File: config.mk
export PLATFORM = sky130hd
export DESIGN_NAME = conv_kernel_loader
export DESIGN_NICKNAME = d
export VERILOG_FILES = /design/src/rtl/conv_kernel_loader_pkg.sv /design/src/rtl/conv_weight_packer.sv /design/src/rtl/conv_kernel_loader.sv
export SDC_FILE = /design/constraint.sdc
export NUM_CORES = 1
export LEC_CHECK = 0
export CORE_ASPECT_RATIO = 0.7
export CORE_MARGIN = 1.5
export CORE_UTILIZATION = 48
export CTS_CLUSTER_SIZE = 24
export DETAILED_ROUTE_END_ITERATION = 8
export PLACE_DENSITY = 0.71
export SETUP_SLACK_MARGIN = 0.3
export SLEW_MARGIN = 10
export SYNTH_ARGS = -nofsm -noshare
export SYNTH_HDL_FRONTEND = slang
export SYNTH_HIERARCHICAL = 1
export SYNTH_SLANG_ARGS = --single-unit
File: constraint.sdc
create_clock -name clk -period 2.15 [get_ports clk]
set_input_delay 0.645 -clock clk [delete_from_list [all_inputs] [get_ports clk]]
set_output_delay 0.645 -clock clk [all_outputs]
set_load 0.005 [all_outputs]
File: src/rtl/conv_kernel_loader_pkg.sv
// conv_kernel_loader_pkg
//   Shared definitions for the convolution kernel-weight loader: default
//   parameter values, the derived widths of the default configuration, the
//   loader FSM state type and a width helper used by the port declarations.
package conv_kernel_loader_pkg;

  localparam int KERNEL_SIZE_DEF            = 3;
  localparam int IN_CHANNELS_DEF            = 2;
  localparam int OUT_CHANNELS_DEF           = 2;
  localparam int BITS_PER_KERNEL_WEIGHT_DEF = 6;

  // Counter/address width that never collapses to zero bits.
  function automatic int width_min1(input int n);
    return ($clog2(n) < 1) ? 1 : $clog2(n);
  endfunction

  localparam int N_LANES = IN_CHANNELS_DEF * OUT_CHANNELS_DEF;
  localparam int WORD_W  = N_LANES * BITS_PER_KERNEL_WEIGHT_DEF;
  localparam int ADDR_W  = width_min1(KERNEL_SIZE_DEF * KERNEL_SIZE_DEF);

  typedef enum logic [1:0] {
    IDLE,
    LOAD,
    WRITE,
    DONE
  } kernel_loader_state_t;

endpackage

File: src/rtl/conv_weight_packer.sv
// conv_weight_packer
//   Collects NUM_LANES weights of WEIGHT_W bits into one memory word. The
//   first weight after a clear lands in the least significant lane.
// Ports:
//   clk, rst    clock, synchronous active-high reset
//   clear_i     restart packing at lane 0
//   lane_we_i   store weight_i into the current lane and advance
//   weight_i    weight data
//   full_o      the current lane is the last one of the word
//   word_o      packed word including the weight being written this cycle
module conv_weight_packer #(
  parameter int NUM_LANES = 4,
  parameter int WEIGHT_W  = 6
) (
  input  logic                          clk,
  input  logic                          rst,
  input  logic                          clear_i,
  input  logic                          lane_we_i,
  input  logic [WEIGHT_W-1:0]           weight_i,
  output logic                          full_o,
  output logic [NUM_LANES*WEIGHT_W-1:0] word_o
);

  localparam int LANE_W = (NUM_LANES > 1) ? $clog2(NUM_LANES) : 1;
  localparam logic [LANE_W-1:0] LAST_LANE = LANE_W'(NUM_LANES - 1);

  logic [LANE_W-1:0]             lane_q, lane_d;
  logic [NUM_LANES*WEIGHT_W-1:0] packed_q, packed_d;

  assign full_o = (lane_q == LAST_LANE);
  // Exposing the next value lets the caller capture a complete word in the
  // same cycle the final lane is accepted.
  assign word_o = packed_d;

  // NOTE: every variable gets a default at the top of the block, so no path
  // leaves it unassigned and no latch is inferred.
  always_comb begin
    lane_d   = lane_q;
    packed_d = packed_q;
    if (clear_i) begin
      lane_d = '0;
    end else if (lane_we_i) begin
      packed_d[int'(lane_q)*WEIGHT_W +: WEIGHT_W] = weight_i;
      lane_d = full_o ? '0 : lane_q + LANE_W'(1);
    end
  end

  // NOTE: the packing register is small, so it is reset along with the
  // control state; a reset mid-load then leaves no stale lanes behind.
  always_ff @(posedge clk) begin
    if (rst) begin
      lane_q   <= '0;
      packed_q <= '0;
    end else begin
      lane_q   <= lane_d;
      packed_q <= packed_d;
    end
  end

endmodule

File: src/rtl/conv_kernel_loader.sv
// conv_kernel_loader
//   Accepts a serial stream of kernel weights (addr, then ic, then oc order)
//   over valid/ready, packs N_LANES weights per kernel position and writes
//   one word per position into the kernel weight RAM. Used at network load.
// Ports:
//   clk, rst      clock, synchronous active-high reset
//   start_i       begin a full kernel load (sampled in IDLE only)
//   s_weight_i    weight data, s_valid_i / s_ready_o handshake
//   mem_we_o      one-cycle write strobe, with mem_addr_o / mem_wdata_o
//   busy_o        loader is not idle
//   done_o        one-cycle pulse after the last word is written
//   checksum_o    unsigned sum of accepted weights, only when the macro
//                 CONV_KERNEL_LOADER_CHECKSUM_EN is defined
module conv_kernel_loader
  import conv_kernel_loader_pkg::*;
#(
  parameter int KERNEL_SIZE            = KERNEL_SIZE_DEF,
  parameter int IN_CHANNELS            = IN_CHANNELS_DEF,
  parameter int OUT_CHANNELS           = OUT_CHANNELS_DEF,
  parameter int BITS_PER_KERNEL_WEIGHT = BITS_PER_KERNEL_WEIGHT_DEF
) (
  input  logic                              clk,
  input  logic                              rst,
  input  logic                              start_i,
  input  logic [BITS_PER_KERNEL_WEIGHT-1:0] s_weight_i,
  input  logic                              s_valid_i,
  output logic                              s_ready_o,
  output logic                              mem_we_o,
  output logic [width_min1(KERNEL_SIZE*KERNEL_SIZE)-1:0] mem_addr_o,
  output logic [IN_CHANNELS*OUT_CHANNELS*BITS_PER_KERNEL_WEIGHT-1:0] mem_wdata_o,
  output logic                              busy_o,
  output logic                              done_o
`ifdef CONV_KERNEL_LOADER_CHECKSUM_EN
  ,
  output logic [BITS_PER_KERNEL_WEIGHT+$clog2(KERNEL_SIZE*KERNEL_SIZE*IN_CHANNELS*OUT_CHANNELS+1)-1:0] checksum_o
`endif
);

  localparam int NUM_LANES  = IN_CHANNELS * OUT_CHANNELS;
  localparam int WORD_WIDTH = NUM_LANES * BITS_PER_KERNEL_WEIGHT;
  localparam int NUM_ADDR   = KERNEL_SIZE * KERNEL_SIZE;
  localparam int ADDR_WIDTH = width_min1(NUM_ADDR);
  localparam logic [ADDR_WIDTH-1:0] LAST_ADDR = ADDR_WIDTH'(NUM_ADDR - 1);

  kernel_loader_state_t  state_q, state_d;
  logic [ADDR_WIDTH-1:0] addr_q, addr_d;
  logic                  mem_we_q, mem_we_d;
  logic [ADDR_WIDTH-1:0] mem_addr_q, mem_addr_d;
  logic [WORD_WIDTH-1:0] mem_wdata_q, mem_wdata_d;

  logic                  lane_we;
  logic                  pack_clear;
  logic                  pack_full;
  logic [WORD_WIDTH-1:0] pack_word;
  logic                  word_done;

  conv_weight_packer #(
    .NUM_LANES (NUM_LANES),
    .WEIGHT_W  (BITS_PER_KERNEL_WEIGHT)
  ) u_packer (
    .clk       (clk),
    .rst       (rst),
    .clear_i   (pack_clear),
    .lane_we_i (lane_we),
    .weight_i  (s_weight_i),
    .full_o    (pack_full),
    .word_o    (pack_word)
  );

  always_comb begin
    state_d    = state_q;
    s_ready_o  = 1'b0;
    lane_we    = 1'b0;
    pack_clear = 1'b0;
    unique case (state_q)
      IDLE: begin
        if (start_i) begin
          state_d    = LOAD;
          pack_clear = 1'b1;
        end
      end
      LOAD: begin
        s_ready_o = 1'b1;
        if (s_valid_i) begin
          lane_we = 1'b1;
          if (pack_full) state_d = WRITE;
        end
      end
      WRITE: state_d = (addr_q == LAST_ADDR) ? DONE : LOAD;
      DONE:  state_d = IDLE;
      default: state_d = IDLE;
    endcase
  end

  // The final lane of a word is accepted in this cycle; the write strobe and
  // its address/data are registered so they appear together in WRITE.
  assign word_done = lane_we && pack_full;

  always_comb begin
    addr_d      = addr_q;
    mem_we_d    = word_done;
    mem_addr_d  = mem_addr_q;
    mem_wdata_d = mem_wdata_q;
    if (pack_clear) begin
      addr_d = '0;
    end else if (state_q == WRITE && addr_q != LAST_ADDR) begin
      addr_d = addr_q + ADDR_WIDTH'(1);
    end
    // Address and data hold between writes, so they only load on a word.
    if (word_done) begin
      mem_addr_d  = addr_q;
      mem_wdata_d = pack_word;
    end
  end

  // NOTE: state registers use non-blocking assignments so every flop samples
  // the pre-edge value of every other flop, independent of block order.
  always_ff @(posedge clk) begin
    if (rst) begin
      state_q     <= IDLE;
      addr_q      <= '0;
      mem_we_q    <= 1'b0;
      mem_addr_q  <= '0;
      mem_wdata_q <= '0;
    end else begin
      state_q     <= state_d;
      addr_q      <= addr_d;
      mem_we_q    <= mem_we_d;
      mem_addr_q  <= mem_addr_d;
      mem_wdata_q <= mem_wdata_d;
    end
  end

  assign mem_we_o    = mem_we_q;
  assign mem_addr_o  = mem_addr_q;
  assign mem_wdata_o = mem_wdata_q;
  assign busy_o      = (state_q != IDLE);
  assign done_o      = (state_q == DONE);

`ifdef CONV_KERNEL_LOADER_CHECKSUM_EN
  localparam int CKS_W = BITS_PER_KERNEL_WEIGHT + $clog2(NUM_ADDR*NUM_LANES+1);

  logic [CKS_W-1:0] cks_q, cks_d;

  // Cleared when a load starts; it then only moves on accepted weights, so
  // it is stable from done_o until the next start.
  always_comb begin
    cks_d = cks_q;
    if (pack_clear) begin
      cks_d = '0;
    end else if (lane_we) begin
      cks_d = cks_q + CKS_W'(s_weight_i);
    end
  end

  always_ff @(posedge clk) begin
    if (rst) begin
      cks_q <= '0;
    end else begin
      cks_q <= cks_d;
    end
  end

  assign checksum_o = cks_q;
`endif

endmodule
-- After elaboration in Yosys (flattened, before gate mapping)
Index checks and enable logic that the tools add are counted.
- register bits after elaboration: 61
- word-level logic and storage cells: 42
- input port bits: 10
- multiplexer cells: 14
- $add $sub $neg: 3
- reduce and logical (&&, ||, !) cells: 6
- shift operators: 2
- multipliers: 1
- equality and inequality tests: 9
- operator list (kind ; number):
    2-to-1 mux 24 bit ; 2
    negation 32 -> 33 bit ; 1
    variable shift 6 x 33 -> 24 bit (first input constant) ; 1
    variable part select 6 x 33 -> 24 bit ; 1
    bitwise mux 24 bit ; 1
    2-to-1 mux 2 bit ; 5
    one-hot mux 2 bit (4 select lines) ; 1
    equality test 2 bit (second input constant) ; 3
    inequality test 2 bit (second input constant) ; 3
    2-to-1 mux 1 bit ; 5
    adder 4 x 1 -> 4 bit (second input constant) ; 1
    equality test 4 bit (second input constant) ; 1
    multiplier 2 x 2 -> 4 bit (second input constant) ; 1
    inequality test 4 bit (second input constant) ; 1
    AND reduction 3 bit ; 1
    adder 2 x 1 -> 2 bit (second input constant) ; 1
    equality test 2 x 1 -> 1 bit (second input constant) ; 1
    logical AND 1 bit ; 2
    logical NOT 2 bit ; 1
    nonzero test 2 bit ; 1
    OR reduction 2 bit ; 1

-- Longest topological paths before layout
Gate-level depths: netlist of the first run.
- depth after elaboration: 6
- gate-level depth with buffers: 10
- depth with buffers taken out: 8

-- Hierarchy
Netlist of the first run, hierarchy kept.
- modules (own cells, without submodules) (module ; area each (sq um) ; cells an instance ; times used):
    conv_weight_packer ; 1487.7 ; 159 ; 1
    conv_kernel_loader ; 1321.3 ; 165 ; 1

-- Least setup slack after synthesis of the first run
OpenSTA, ideal clock, no wires.
- path kind: flip-flop to flip-flop
- from: reg u_packer.lane_q[0]
- to: reg mem_wdata_q[18], in the netlist mem_wdata_o[18]
- slack: -19 ps
- clock period less this slack: 2169 ps
- cell stages (with the launch flop): 9
- required time: 2080 ps
- arrival time: 2099 ps
- cells stage by stage: dfxtp_1 > buf_2 > inv_1 > ha_1 > or3b_1 > a2111oi_2 > a311o_2 > nand2_1 > a21oi_1
- longest elaborated chain between the ends: 6
- ends and longest elaborated chain (item ; RTL line ; source):
    start: declaration ; conv_weight_packer.sv:27 ; logic [LANE_W-1:0] lane_q, lane_d;
    start signal: assignment ; conv_weight_packer.sv:55 ; lane_q <= lane_d;
    multiplier 2 x 2 -> 4 bit (*) ; conv_weight_packer.sv:43 ; packed_d[int'(lane_q)*WEIGHT_W +: WEIGHT_W] = weight_i;
    negation 32 -> 33 bit (*) ; conv_weight_packer.sv:43 ;
    variable part select 6 x 33 -> 24 bit / variable shift 6 x 33 -> 24 bit (equally long branches) ; conv_weight_packer.sv:43 ;
    bitwise mux 24 bit (*) ; conv_weight_packer.sv:43 ;
    2-to-1 mux 24 bit (*) ; conv_weight_packer.sv:42 ; end else if (lane_we_i) begin
    2-to-1 mux 24 bit (*) ; conv_weight_packer.sv:40 ; if (clear_i) begin
    via pack_word[18] ; conv_kernel_loader.sv:54 ; logic [WORD_WIDTH-1:0] pack_word;
    end signal: assignment ; conv_kernel_loader.sv:130 ; mem_wdata_q <= mem_wdata_d;
    end: declaration ; conv_kernel_loader.sv:49 ; logic [WORD_WIDTH-1:0] mem_wdata_q, mem_wdata_d;
The timed path passes the listed nets; every way through them passes the cells marked *.
A chain may end at the register's enable or synchronous reset.

-- Worst setup path in the final report of the first run
- from: reg u_packer.lane_q[0]
- to: reg mem_wdata_q[4], in the netlist mem_wdata_o[4]
The elaborated chain is that of the path after synthesis.

==> flow_summary.html, run 1 <==
<table>
<tr><th>Metric</th><th>Value</th></tr>
<tr><th colspan="2">Run status</th></tr>
<tr><td>Result of the run</td><td>finished clean</td></tr>
<tr><th colspan="2">Worst setup path</th></tr>
<tr><td>CP endpoint kind</td><td>flip-flop</td></tr>
<tr><td>Beginning of the worst register-to-register path</td><td>u_packer/lane_q[0]</td></tr>
<tr><td>Minimum setup slack among reg-to-reg paths</td><td>0.25 ns</td></tr>
<tr><td>Critical Path Source Type</td><td>flip-flop</td></tr>
<tr><td>Capture instance of the worst register-to-register path</td><td>mem_wdata_o[4]</td></tr>
<tr><td>Req. time, crit path</td><td>2.43 ns</td></tr>
<tr><td>Arr. time, crit path</td><td>2.18 ns</td></tr>
<tr><td>CP Class</td><td>flip-flop to flip-flop</td></tr>
<tr><td>Worst reg2reg path depth</td><td>9</td></tr>
<tr><td>Max FO, Critical Path</td><td>18</td></tr>
<tr><th colspan="2">Worst hold path</th></tr>
<tr><td>Hold Crit Endpoint</td><td>mem_wdata_o[2]</td></tr>
<tr><td>Hold Path Cell Cnt</td><td>2</td></tr>
<tr><td>Path category of the worst min-delay check</td><td>flip-flop to flip-flop</td></tr>
<tr><td>Worst Min Path Start</td><td>mem_wdata_o[2]</td></tr>
<tr><th colspan="2">Yosys</th></tr>
<tr><td>Synthesized flop and latch total</td><td>61</td></tr>
<tr><td>Synthesized net count</td><td>342</td></tr>
<tr><td>Commonest cells in the netlist</td><td>sky130_fd_sc_hd__nand2_1 (67), sky130_fd_sc_hd__dfxtp_1 (61), sky130_fd_sc_hd__a21oi_1 (38), sky130_fd_sc_hd__nor2b_1 (24), sky130_fd_sc_hd__a22o_1 (16)</td></tr>
<tr><td>Area of the mapped netlist</td><td>2810 um2</td></tr>
<tr><td>Count leader, synth</td><td>sky130_fd_sc_hd__nand2_1</td></tr>
<tr><td>Number of distinct library cells after synthesis</td><td>44</td></tr>
<tr><td>Cell taking the most area after synthesis</td><td>sky130_fd_sc_hd__dfxtp_1</td></tr>
<tr><td>Cell count after synthesis</td><td>324</td></tr>
<tr><td>Average size of a mapped cell</td><td>8.67 um2</td></tr>
<tr><td>Cell types occupying the most area after synthesis</td><td>sky130_fd_sc_hd__dfxtp_1 (43%), sky130_fd_sc_hd__nand2_1 (9.0%), sky130_fd_sc_hd__a21oi_1 (6.8%)</td></tr>
<tr><td>Main synth FF type</td><td>sky130_fd_sc_hd__dfxtp_1</td></tr>
<tr><td>Post-synthesis sequential area ratio</td><td>0.435</td></tr>
<tr><td>Number of warnings printed during yosys synthesis</td><td>6</td></tr>
<tr><td>Share of the synthesized area in the top cell type</td><td>0.435</td></tr>
<tr><td>EDFF count, synth</td><td>0</td></tr>
<tr><td>Ys async rst share</td><td>0</td></tr>
<tr><th colspan="2">Placed design</th></tr>
<tr><td>Number of port buffers</td><td>41</td></tr>
<tr><td>Instance area at placement</td><td>3500 um2</td></tr>
<tr><td>Placed wire-length estimate</td><td>4750 um</td></tr>
<tr><td>Global placement routability congestion</td><td>0.884</td></tr>
<tr><td>Pre-CTS setup slack</td><td>-0.363 ns</td></tr>
<tr><td># placed instances</td><td>449</td></tr>
<tr><th colspan="2">Floorplanning</th></tr>
<tr><td>Height of the chip</td><td>67 um</td></tr>
<tr><td>Effective utilization at floorplan</td><td>0.493</td></tr>
<tr><td>Core region area</td><td>5700 um2</td></tr>
<tr><td>Count of standard-cell rows</td><td>23</td></tr>
<tr><td>Die X</td><td>94.4 um</td></tr>
<tr><td>I/O pin cnt</td><td>42</td></tr>
<tr><td>Die Area</td><td>6330 um2</td></tr>
<tr><th colspan="2">Layout</th></tr>
<tr><td>Final Core Density</td><td>0.716</td></tr>
<tr><td>Ratio of cells with drive above 1 in the final layout</td><td>0.254</td></tr>
<tr><td>Count of non-filler cells in the finished layout</td><td>481</td></tr>
<tr><td>Diode count</td><td>0</td></tr>
<tr><td>Number of fill cells in the layout</td><td>436</td></tr>
<tr><td>Final design area excluding fillers</td><td>4080 um2</td></tr>
<tr><td>Synthesis-to-finish area growth</td><td>45.3%</td></tr>
<tr><td>Total number of nets in the final design</td><td>420</td></tr>
<tr><th colspan="2">GRT</th></tr>
<tr><td>All-Layer GR Usage</td><td>0.255</td></tr>
<tr><td>Congestion Overflow GR</td><td>0</td></tr>
<tr><td>Maximum number of pins on one net before global-route repair</td><td>35</td></tr>
<tr><td>Global routing met1 resource utilization</td><td>0.330</td></tr>
<tr><td>Initial antenna violation count</td><td>0</td></tr>
<tr><td>Global-route track usage on met3</td><td>0.104</td></tr>
<tr><td>Number of global-route vias before repair</td><td>2425</td></tr>
<tr><td>Most utilized layer in the global route result</td><td>met2</td></tr>
<tr><td>Fraction of met2 tracks used by global routing</td><td>0.370</td></tr>
<tr><td>First-pass GRT wire length</td><td>11800 um</td></tr>
<tr><th colspan="2">CTS</th></tr>
<tr><td>CTS tree</td><td>yes</td></tr>
<tr><td>Total clock buffers created by CTS</td><td>9</td></tr>
<tr><td>Clock slew at the register clock pins of the worst setup and hold paths</td><td>0.07 ns</td></tr>
<tr><td>Skew-Pair Late Insertion Delay</td><td>0.35 ns</td></tr>
<tr><td>Clk Tree Root Cell</td><td>sky130_fd_sc_hd__clkbuf_8</td></tr>
<tr><td>CTS sink count</td><td>61</td></tr>
<tr><td>H-tree lvl count</td><td>3</td></tr>
<tr><td>Maximum count of clock buffers along a single path</td><td>2</td></tr>
<tr><td>Cts-stage hold buffer count</td><td>0</td></tr>
<tr><th colspan="2">Timing</th></tr>
<tr><td>Slew headroom</td><td>0.650</td></tr>
<tr><td>Ratio of final minimum period to clock period</td><td>0.884</td></tr>
<tr><td>Skew final</td><td>0.00558 ns</td></tr>
<tr><td>Final Max Slew Viols</td><td>0</td></tr>
<tr><td>Hold Vio Cnt, Final</td><td>0</td></tr>
<tr><td>Transition time at the pin with the least slew margin</td><td>0.524 ns</td></tr>
<tr><td>RSZ-0062 raised after global routing</td><td>yes</td></tr>
<tr><td>Max Freq</td><td>526 MHz</td></tr>
<tr><td>Post-layout min period</td><td>1.90 ns</td></tr>
<tr><td>Final setup violation count</td><td>0</td></tr>
<tr><td>Worst path setup slack after routing</td><td>0.250 ns</td></tr>
<tr><th colspan="2">Drt</th></tr>
<tr><td>Count of antenna-violating nets left after detailed routing</td><td>0</td></tr>
<tr><td>DRT Pass-1 Iters</td><td>5</td></tr>
<tr><td>Via count</td><td>2679</td></tr>
<tr><td>Detailed Route WL</td><td>7740 um</td></tr>
<tr><td>Initial DRC count</td><td>184</td></tr>
<tr><td>Via density</td><td>5.57</td></tr>
<tr><td>Remaining DRCs</td><td>0</td></tr>
<tr><td>Wire length per cell</td><td>16.1 um</td></tr>
<tr><th colspan="2">Pwr</th></tr>
<tr><td>Total power after layout</td><td>2.40 mW</td></tr>
<tr><td>Worst supply voltage drop on vdd</td><td>0.383 mV</td></tr>
<tr><td>Power per Cell Area</td><td>588 nW/um2</td></tr>
<tr><td>Static Leakage</td><td>1.96 nW</td></tr>
<tr><th colspan="2">Job</th></tr>
<tr><td>Max-cap check violation count</td><td>0</td></tr>
</table>
flip-flops by register name, indices dropped and copies added, names as in the netlist:
name	flops
addr_q	4
u_packer/lane_q	2
u_packer/packed_q	24
mem_addr_o	4
mem_wdata_o	24
mem_we_o	1
state_q	2
through the flow:
| stage | TNS [ns] | hold WS [ns] |
|---|---|---|
| finish | 0 | 0.450 |
| global route | 0 | 0.468 |
| CTS | 0 | 0.454 |
| detailed placement | -11.07 | 0.446 |
| global placement | -8.45 | 0.443 |
| floorplan | 0 | 0.447 |
layout by cell type (no fill, tap or decap), types with 2 or more instances in the layout:
cell / n
sky130_fd_sc_hd__clkdlybuf4s15_1: 2
sky130_fd_sc_hd__inv_1: 5
sky130_fd_sc_hd__nor3_1: 3
sky130_fd_sc_hd__ha_2: 2
sky130_fd_sc_hd__or2_2: 2
sky130_fd_sc_hd__mux2i_1: 3
sky130_fd_sc_hd__nor2b_1: 22
sky130_fd_sc_hd__nand3_1: 11
sky130_fd_sc_hd__clkinv_2: 2
sky130_fd_sc_hd__a31oi_1: 3
sky130_fd_sc_hd__o21ai_1: 3
sky130_fd_sc_hd__o21ai_0: 7
sky130_fd_sc_hd__buf_12: 6
sky130_fd_sc_hd__and2b_1: 2
sky130_fd_sc_hd__dlymetal6s2s_1: 26
sky130_fd_sc_hd__buf_6: 4
sky130_fd_sc_hd__nand2b_1: 3
sky130_fd_sc_hd__and4_1: 2
sky130_fd_sc_hd__a21oi_2: 4
sky130_fd_sc_hd__ha_1: 4
sky130_fd_sc_hd__ha_4: 2
sky130_fd_sc_hd__dfxtp_1: 53
sky130_fd_sc_hd__a22o_1: 16
sky130_fd_sc_hd__nand3b_1: 10
sky130_fd_sc_hd__clkdlybuf4s50_1: 7
sky130_fd_sc_hd__dlygate4sd2_1: 3
sky130_fd_sc_hd__a21oi_1: 34
sky130_fd_sc_hd__and2_4: 2
sky130_fd_sc_hd__nor2_1: 4
sky130_fd_sc_hd__dfxtp_4: 2
sky130_fd_sc_hd__clkbuf_8: 11
sky130_fd_sc_hd__buf_2: 2
sky130_fd_sc_hd__nand2_1: 67
sky130_fd_sc_hd__buf_4: 34
sky130_fd_sc_hd__dfxtp_2: 6
sky130_fd_sc_hd__a311oi_1: 2
worst max-delay path: stages (launching register included):
cell,delay (ns)
sky130_fd_sc_hd__dfxtp_4,0.39
sky130_fd_sc_hd__inv_6,0.06
sky130_fd_sc_hd__ha_4,0.31
sky130_fd_sc_hd__buf_12,0.17
sky130_fd_sc_hd__nor2b_2,0.17
sky130_fd_sc_hd__and4_1,0.23
sky130_fd_sc_hd__a31oi_1,0.07
sky130_fd_sc_hd__a31oi_1,0.24
sky130_fd_sc_hd__nand2_1,0.07
sky130_fd_sc_hd__a21oi_1,0.11
timing repair:
item,CTS,global route
buffers inserted,8,8
endpoints found under the setup margin,53,73
resized for setup,32,53
gates cloned,1,0
pin swaps,8,10
final cells by class:
cell class,instances,area [um2],share of cell area
Clock buffer,11,151,0.0371
Inverter,7,31.3,0.00767
Multi-Input combinational cell,237,1610,0.395
Timing Repair Buffer,86,910,0.223
Tap cell,75,93.8,0.0230
Clock inverter,4,47.5,0.0117
Sequential cell,61,1240,0.303
worst max path at each step:
stage          slack [ns]  depth (start not counted)               start               to
2_1_floorplan        0.22                          8  u_packer/lane_q[0]  mem_wdata_o[18]
3_3_place_gp        -0.25                          8           s_valid_i  mem_wdata_o[22]
3_5_place_dp        -0.36                          8           s_valid_i  mem_wdata_o[22]
4_1_cts              0.18                          3          state_q[0]           busy_o
5_1_grt              0.17                          9  u_packer/lane_q[0]  mem_wdata_o[12]
6_report             0.25                          9  u_packer/lane_q[0]   mem_wdata_o[4]
power by group:
part / leakage (nW) / switching, mW / total [mW] / internal, mW
clock: 0.101 / 0.450 / 1.04 / 0.587
sequential: 0.496 / 0.00406 / 1.14 / 1.13
combinational: 1.36 / 0.112 / 0.224 / 0.112
total: 1.96 / 0.566 / 2.40 / 1.83
routing by layer:
layer | up-vias | part of all wire
li1 | 1287 | -
met1 | 1298 | 0.46
met2 | 75 | 0.45
met3 | 19 | 0.065
met4 | 0 | 0.019
met5 | - | 0
cells by family after synthesis:
logic type               synth area share
buffers and inverters              0.0454
XOR/XNOR                          0.00891
multiplexers                       0.0143
flip-flops                          0.435
AO/OA/AOI/OAI                       0.179
adder cells (fa/ha/maj)            0.0356
AND/OR/NAND/NOR                     0.282
No activity file was read; power rests on OpenSTA's default activity.
==> inputs of run 2 (changes only) <==
--- a/config.mk
+++ b/config.mk
@@ -10,6 +10,8 @@
 export CORE_UTILIZATION = 48
 export CTS_CLUSTER_SIZE = 24
 export DETAILED_ROUTE_END_ITERATION = 8
+export GPL_ROUTABILITY_DRIVEN = 1
+export HOLD_SLACK_MARGIN = 0.02
 export PLACE_DENSITY = 0.71
 export SETUP_SLACK_MARGIN = 0.3
 export SLEW_MARGIN = 10
==> results of run 2 <==
Same layout as run 1: the final DEF is identical, and so are final timing and power.
==> inputs of run 3 (changes only) <==
--- a/config.mk
+++ b/config.mk
@@ -7,12 +7,12 @@
 export LEC_CHECK = 0
 export CORE_ASPECT_RATIO = 0.7
 export CORE_MARGIN = 1.5
-export CORE_UTILIZATION = 48
+export CORE_UTILIZATION = 40
 export CTS_CLUSTER_SIZE = 24
 export DETAILED_ROUTE_END_ITERATION = 8
 export GPL_ROUTABILITY_DRIVEN = 1
 export HOLD_SLACK_MARGIN = 0.02
-export PLACE_DENSITY = 0.71
+export PLACE_DENSITY = 0.6
 export SETUP_SLACK_MARGIN = 0.3
 export SLEW_MARGIN = 10
 export SYNTH_ARGS = -nofsm -noshare
==> flow_summary.html, run 3 (same netlist as run 1, synthesis figures left out) <==
<table>
<tr><th>Metric</th><th>Value</th></tr>
<tr><th colspan="2">Run status</th></tr>
<tr><td>Result of the run</td><td>finished clean</td></tr>
<tr><th colspan="2">Drt</th></tr>
<tr><td>Remaining DRCs</td><td>0 (unchanged)</td></tr>
<tr><td>Count of antenna-violating nets left after detailed routing</td><td>0 (unchanged)</td></tr>
<tr><td>Wire length per cell</td><td>14.6 um (-9.4%)</td></tr>
<tr><td>Via density</td><td>5.11 (-8.2%)</td></tr>
<tr><td>Via count</td><td>2542 (-5.1%)</td></tr>
<tr><td>Detailed Route WL</td><td>7250 um (-6.4%)</td></tr>
<tr><td>DRT Pass-1 Iters</td><td>4 (-1)</td></tr>
<tr><td>Initial DRC count</td><td>169 (-8.2%)</td></tr>
<tr><th colspan="2">Job</th></tr>
<tr><td>Max-cap check violation count</td><td>0 (unchanged)</td></tr>
<tr><th colspan="2">Layout</th></tr>
<tr><td>Commonest non-fill, non-tap cells in the layout</td><td>sky130_fd_sc_hd__nand2_1 (65), sky130_fd_sc_hd__dfxtp_1 (52), sky130_fd_sc_hd__a21oi_1 (35), sky130_fd_sc_hd__buf_4 (35), sky130_fd_sc_hd__nor2b_1 (23)</td></tr>
<tr><td>Ratio of cells with drive above 1 in the final layout</td><td>0.236 (-0.0180)</td></tr>
<tr><td>Number of fill cells in the layout</td><td>629 (+44%)</td></tr>
<tr><td>Final design area excluding fillers</td><td>4010 um2 (-1.7%)</td></tr>
<tr><td>Commonest non-fill, non-tap cell in the layout</td><td>sky130_fd_sc_hd__nand2_1</td></tr>
<tr><td>Seq. cell area</td><td>1230 um2 (-0.10%)</td></tr>
<tr><td>Footprint of the multi-input gates</td><td>1590 um2 (-1.1%)</td></tr>
<tr><td>Total number of nets in the final design</td><td>416 (-0.95%)</td></tr>
<tr><td>Diode count</td><td>0 (unchanged)</td></tr>
<tr><td>Count of non-filler cells in the finished layout</td><td>497 (+3.3%)</td></tr>
<tr><td>Synthesis-to-finish area growth</td><td>42.8%</td></tr>
<tr><th colspan="2">Timing</th></tr>
<tr><td>Post-layout min period</td><td>1.91 ns (+0.00922 ns)</td></tr>
<tr><td>Slew headroom</td><td>0.636 (-0.0139)</td></tr>
<tr><td>Transition time at the pin with the least slew margin</td><td>0.545 ns (+0.0209 ns)</td></tr>
<tr><td>Skew final</td><td>0.00493 ns (-0.000648 ns)</td></tr>
<tr><td>Max Freq</td><td>524 MHz (-0.48%)</td></tr>
<tr><td>Hold Vio Cnt, Final</td><td>0 (unchanged)</td></tr>
<tr><td>Final setup violation count</td><td>0 (unchanged)</td></tr>
<tr><td>Final Max Slew Viols</td><td>0 (unchanged)</td></tr>
<tr><td>Worst path setup slack after routing</td><td>0.240 ns (-0.00922 ns)</td></tr>
<tr><td>Setup tns final</td><td>0 ns (unchanged)</td></tr>
<tr><td>Ratio of final minimum period to clock period</td><td>0.888 (+0.00429)</td></tr>
<tr><td>RSZ-0062 raised after global routing</td><td>yes</td></tr>
<tr><th colspan="2">Worst setup path</th></tr>
<tr><td>CP Class</td><td>flip-flop to flip-flop</td></tr>
<tr><td>Worst setup path startpoint</td><td>u_packer/lane_q[0]</td></tr>
<tr><td>Capture instance of the worst register-to-register path</td><td>mem_wdata_o[18]</td></tr>
<tr><td>Req. time, crit path</td><td>2.42 ns (about the same)</td></tr>
<tr><td>Minimum setup slack among reg-to-reg paths</td><td>0.24 ns (about the same)</td></tr>
<tr><td>Max FO, Critical Path</td><td>6 (-12)</td></tr>
<tr><td>Critical Path Source Type</td><td>flip-flop</td></tr>
<tr><td>Arr. time, crit path</td><td>2.18 ns (about the same)</td></tr>
<tr><td>Worst reg2reg path depth</td><td>7 (-2)</td></tr>
<tr><td>CP endpoint kind</td><td>flip-flop</td></tr>
<tr><td>Beginning of the worst register-to-register path</td><td>u_packer/lane_q[0]</td></tr>
<tr><th colspan="2">Pwr</th></tr>
<tr><td>Static Leakage</td><td>1.79 nW (-8.8%)</td></tr>
<tr><td>Sw Share</td><td>0.224 (-0.0118)</td></tr>
<tr><td>Portion of total power attributed to the clock network</td><td>0.479 (+0.047)</td></tr>
<tr><td>Sequential share of power</td><td>0.440 (-0.035)</td></tr>
<tr><td>Worst supply voltage drop on vdd</td><td>0.298 mV (-22%)</td></tr>
<tr><td>Internal power</td><td>2.01 mW (+9.5%)</td></tr>
<tr><td>Power per Cell Area</td><td>645 nW/um2 (+9.7%)</td></tr>
<tr><td>Total power after layout</td><td>2.59 mW (+7.9%)</td></tr>
<tr><td>Power share of the combinational group</td><td>0.082 (-0.011)</td></tr>
<tr><td>Switching power total</td><td>0.580 mW (+2.5%)</td></tr>
<tr><th colspan="2">Placed design</th></tr>
<tr><td>Pre-CTS setup slack</td><td>-0.308 ns (+0.0553 ns)</td></tr>
<tr><td>Instance area at placement</td><td>3510 um2 (+0.32%)</td></tr>
<tr><td># placed instances</td><td>468 (+4.2%)</td></tr>
<tr><td>Number of port buffers</td><td>41 (unchanged)</td></tr>
<tr><td>Placed wire-length estimate</td><td>4730 um (-0.41%)</td></tr>
<tr><td>Global placement routability congestion</td><td>0.789 (-11%)</td></tr>
<tr><th colspan="2">GRT</th></tr>
<tr><td>Maximum number of pins on one net before global-route repair</td><td>30 (-14%)</td></tr>
<tr><td>First-pass GRT wire length</td><td>11600 um (-1.9%)</td></tr>
<tr><td>All-Layer GR Usage</td><td>0.204 (-0.0504)</td></tr>
<tr><td>Number of global-route vias before repair</td><td>2276 (-6.1%)</td></tr>
<tr><td>Congestion Overflow GR</td><td>0 (unchanged)</td></tr>
<tr><td>Initial antenna violation count</td><td>0 (unchanged)</td></tr>
<tr><th colspan="2">CTS</th></tr>
<tr><td>Cts-stage hold buffer count</td><td>0 (unchanged)</td></tr>
<tr><td>Skew-Pair Late Insertion Delay</td><td>0.34 ns (about the same)</td></tr>
<tr><td>Total clock buffers created by CTS</td><td>9 (unchanged)</td></tr>
<tr><td>Clock slew at the register clock pins of the worst setup and hold paths</td><td>0.07 ns (about the same)</td></tr>
<tr><td>H-tree lvl count</td><td>3 (unchanged)</td></tr>
<tr><td>Maximum count of clock buffers along a single path</td><td>2 (unchanged)</td></tr>
<tr><td>CTS sink count</td><td>61 (unchanged)</td></tr>
<tr><td>CTS tree</td><td>yes</td></tr>
<tr><td>Clk Tree Root Cell</td><td>sky130_fd_sc_hd__clkbuf_8</td></tr>
<tr><th colspan="2">Floorplanning</th></tr>
<tr><td>Height of the chip</td><td>73.1 um (+9.1%)</td></tr>
<tr><td>Die X</td><td>103 um (+9.2%)</td></tr>
<tr><td>Die Area</td><td>7540 um2 (+19%)</td></tr>
<tr><td>I/O pin cnt</td><td>42 (unchanged)</td></tr>
<tr><td>Effective utilization at floorplan</td><td>0.414 (-0.0791)</td></tr>
<tr><td>Count of standard-cell rows</td><td>25 (+8.7%)</td></tr>
<tr><td>Core region area</td><td>6790 um2 (+19%)</td></tr>
<tr><th colspan="2">Worst hold path</th></tr>
<tr><td>Path category of the worst min-delay check</td><td>flip-flop to flip-flop</td></tr>
<tr><td>Hold Crit Endpoint</td><td>mem_wdata_o[11]</td></tr>
<tr><td>Hold Path Cell Cnt</td><td>2 (unchanged)</td></tr>
<tr><td>Worst Min Path Start</td><td>mem_wdata_o[11]</td></tr>
</table>
-- run 3: timing repair --
item                                   4_1_cts  5_1_grt
gates resized for setup                     29       34
gates cloned                                 0        0
setup endpoints to repair                   51       60
pin swaps                                   13       10
buffers inserted                             7        6
endpoints found under the hold margin        0        0
-- run 3: metrics by stage --
| stage | hold WS (ns) | utilization |
|---|---|---|
| after floorplan | 0.447 | - |
| after global placement | 0.442 | 0.517 |
| after detailed placement | 0.446 | 0.517 |
| after CTS | 0.456 | 0.568 |
| after global routing | 0.469 | 0.591 |
| final | 0.451 | 0.591 |
-- run 3: critical path: stages, from the launching register on --
cell                        delay [ns]
sky130_fd_sc_hd__dfxtp_2          0.36
sky130_fd_sc_hd__inv_4            0.06
sky130_fd_sc_hd__ha_4             0.28
sky130_fd_sc_hd__or3b_4           0.43
sky130_fd_sc_hd__a2111oi_4        0.38
sky130_fd_sc_hd__a311o_2          0.19
sky130_fd_sc_hd__nand2_2          0.05
sky130_fd_sc_hd__a21oi_2          0.10
-- run 3: final cells by class --
type	instances	share of cell area
Tap cell	94	0.0293
Sequential cell	61	0.308
Inverter	7	0.00718
Clock inverter	6	0.0278
Clock buffer	10	0.0318
Timing Repair Buffer	82	0.199
Multi-Input combinational cell	237	0.397
-- run 3: how the worst max path moves through the flow --
stage | cells after the start | slack [ns] | end
after detailed placement | 8 | -0.31 | mem_wdata_o[9]
after floorplan | 8 | 0.22 | mem_wdata_o[18]
final | 7 | 0.24 | mem_wdata_o[18]
after CTS | 8 | 0.30 | mem_wdata_o[18]
after global routing | 7 | 0.19 | mem_wdata_o[18]
after global placement | 7 | -0.25 | u_packer/packed_q[16]
-- run 3: metal layers --
metal | GRT usage | up-vias | part of all wire
met5 | 0 | - | 0
met4 | 0.0541 | 0 | 0.0086
met3 | 0.0517 | 6 | 0.050
met2 | 0.303 | 60 | 0.44
met1 | 0.295 | 1203 | 0.50
li1 | - | 1273 | -
-- run 3: power groups by stage --
stage,Combinational [mW],Clock (mW),Sequential [mW]
after floorplan,0.0949,0,1.17
after global placement,0.179,0,1.16
after detailed placement,0.179,0,1.16
after CTS,0.193,1.26,1.14
after global routing,0.226,1.32,1.14
final,0.211,1.24,1.14
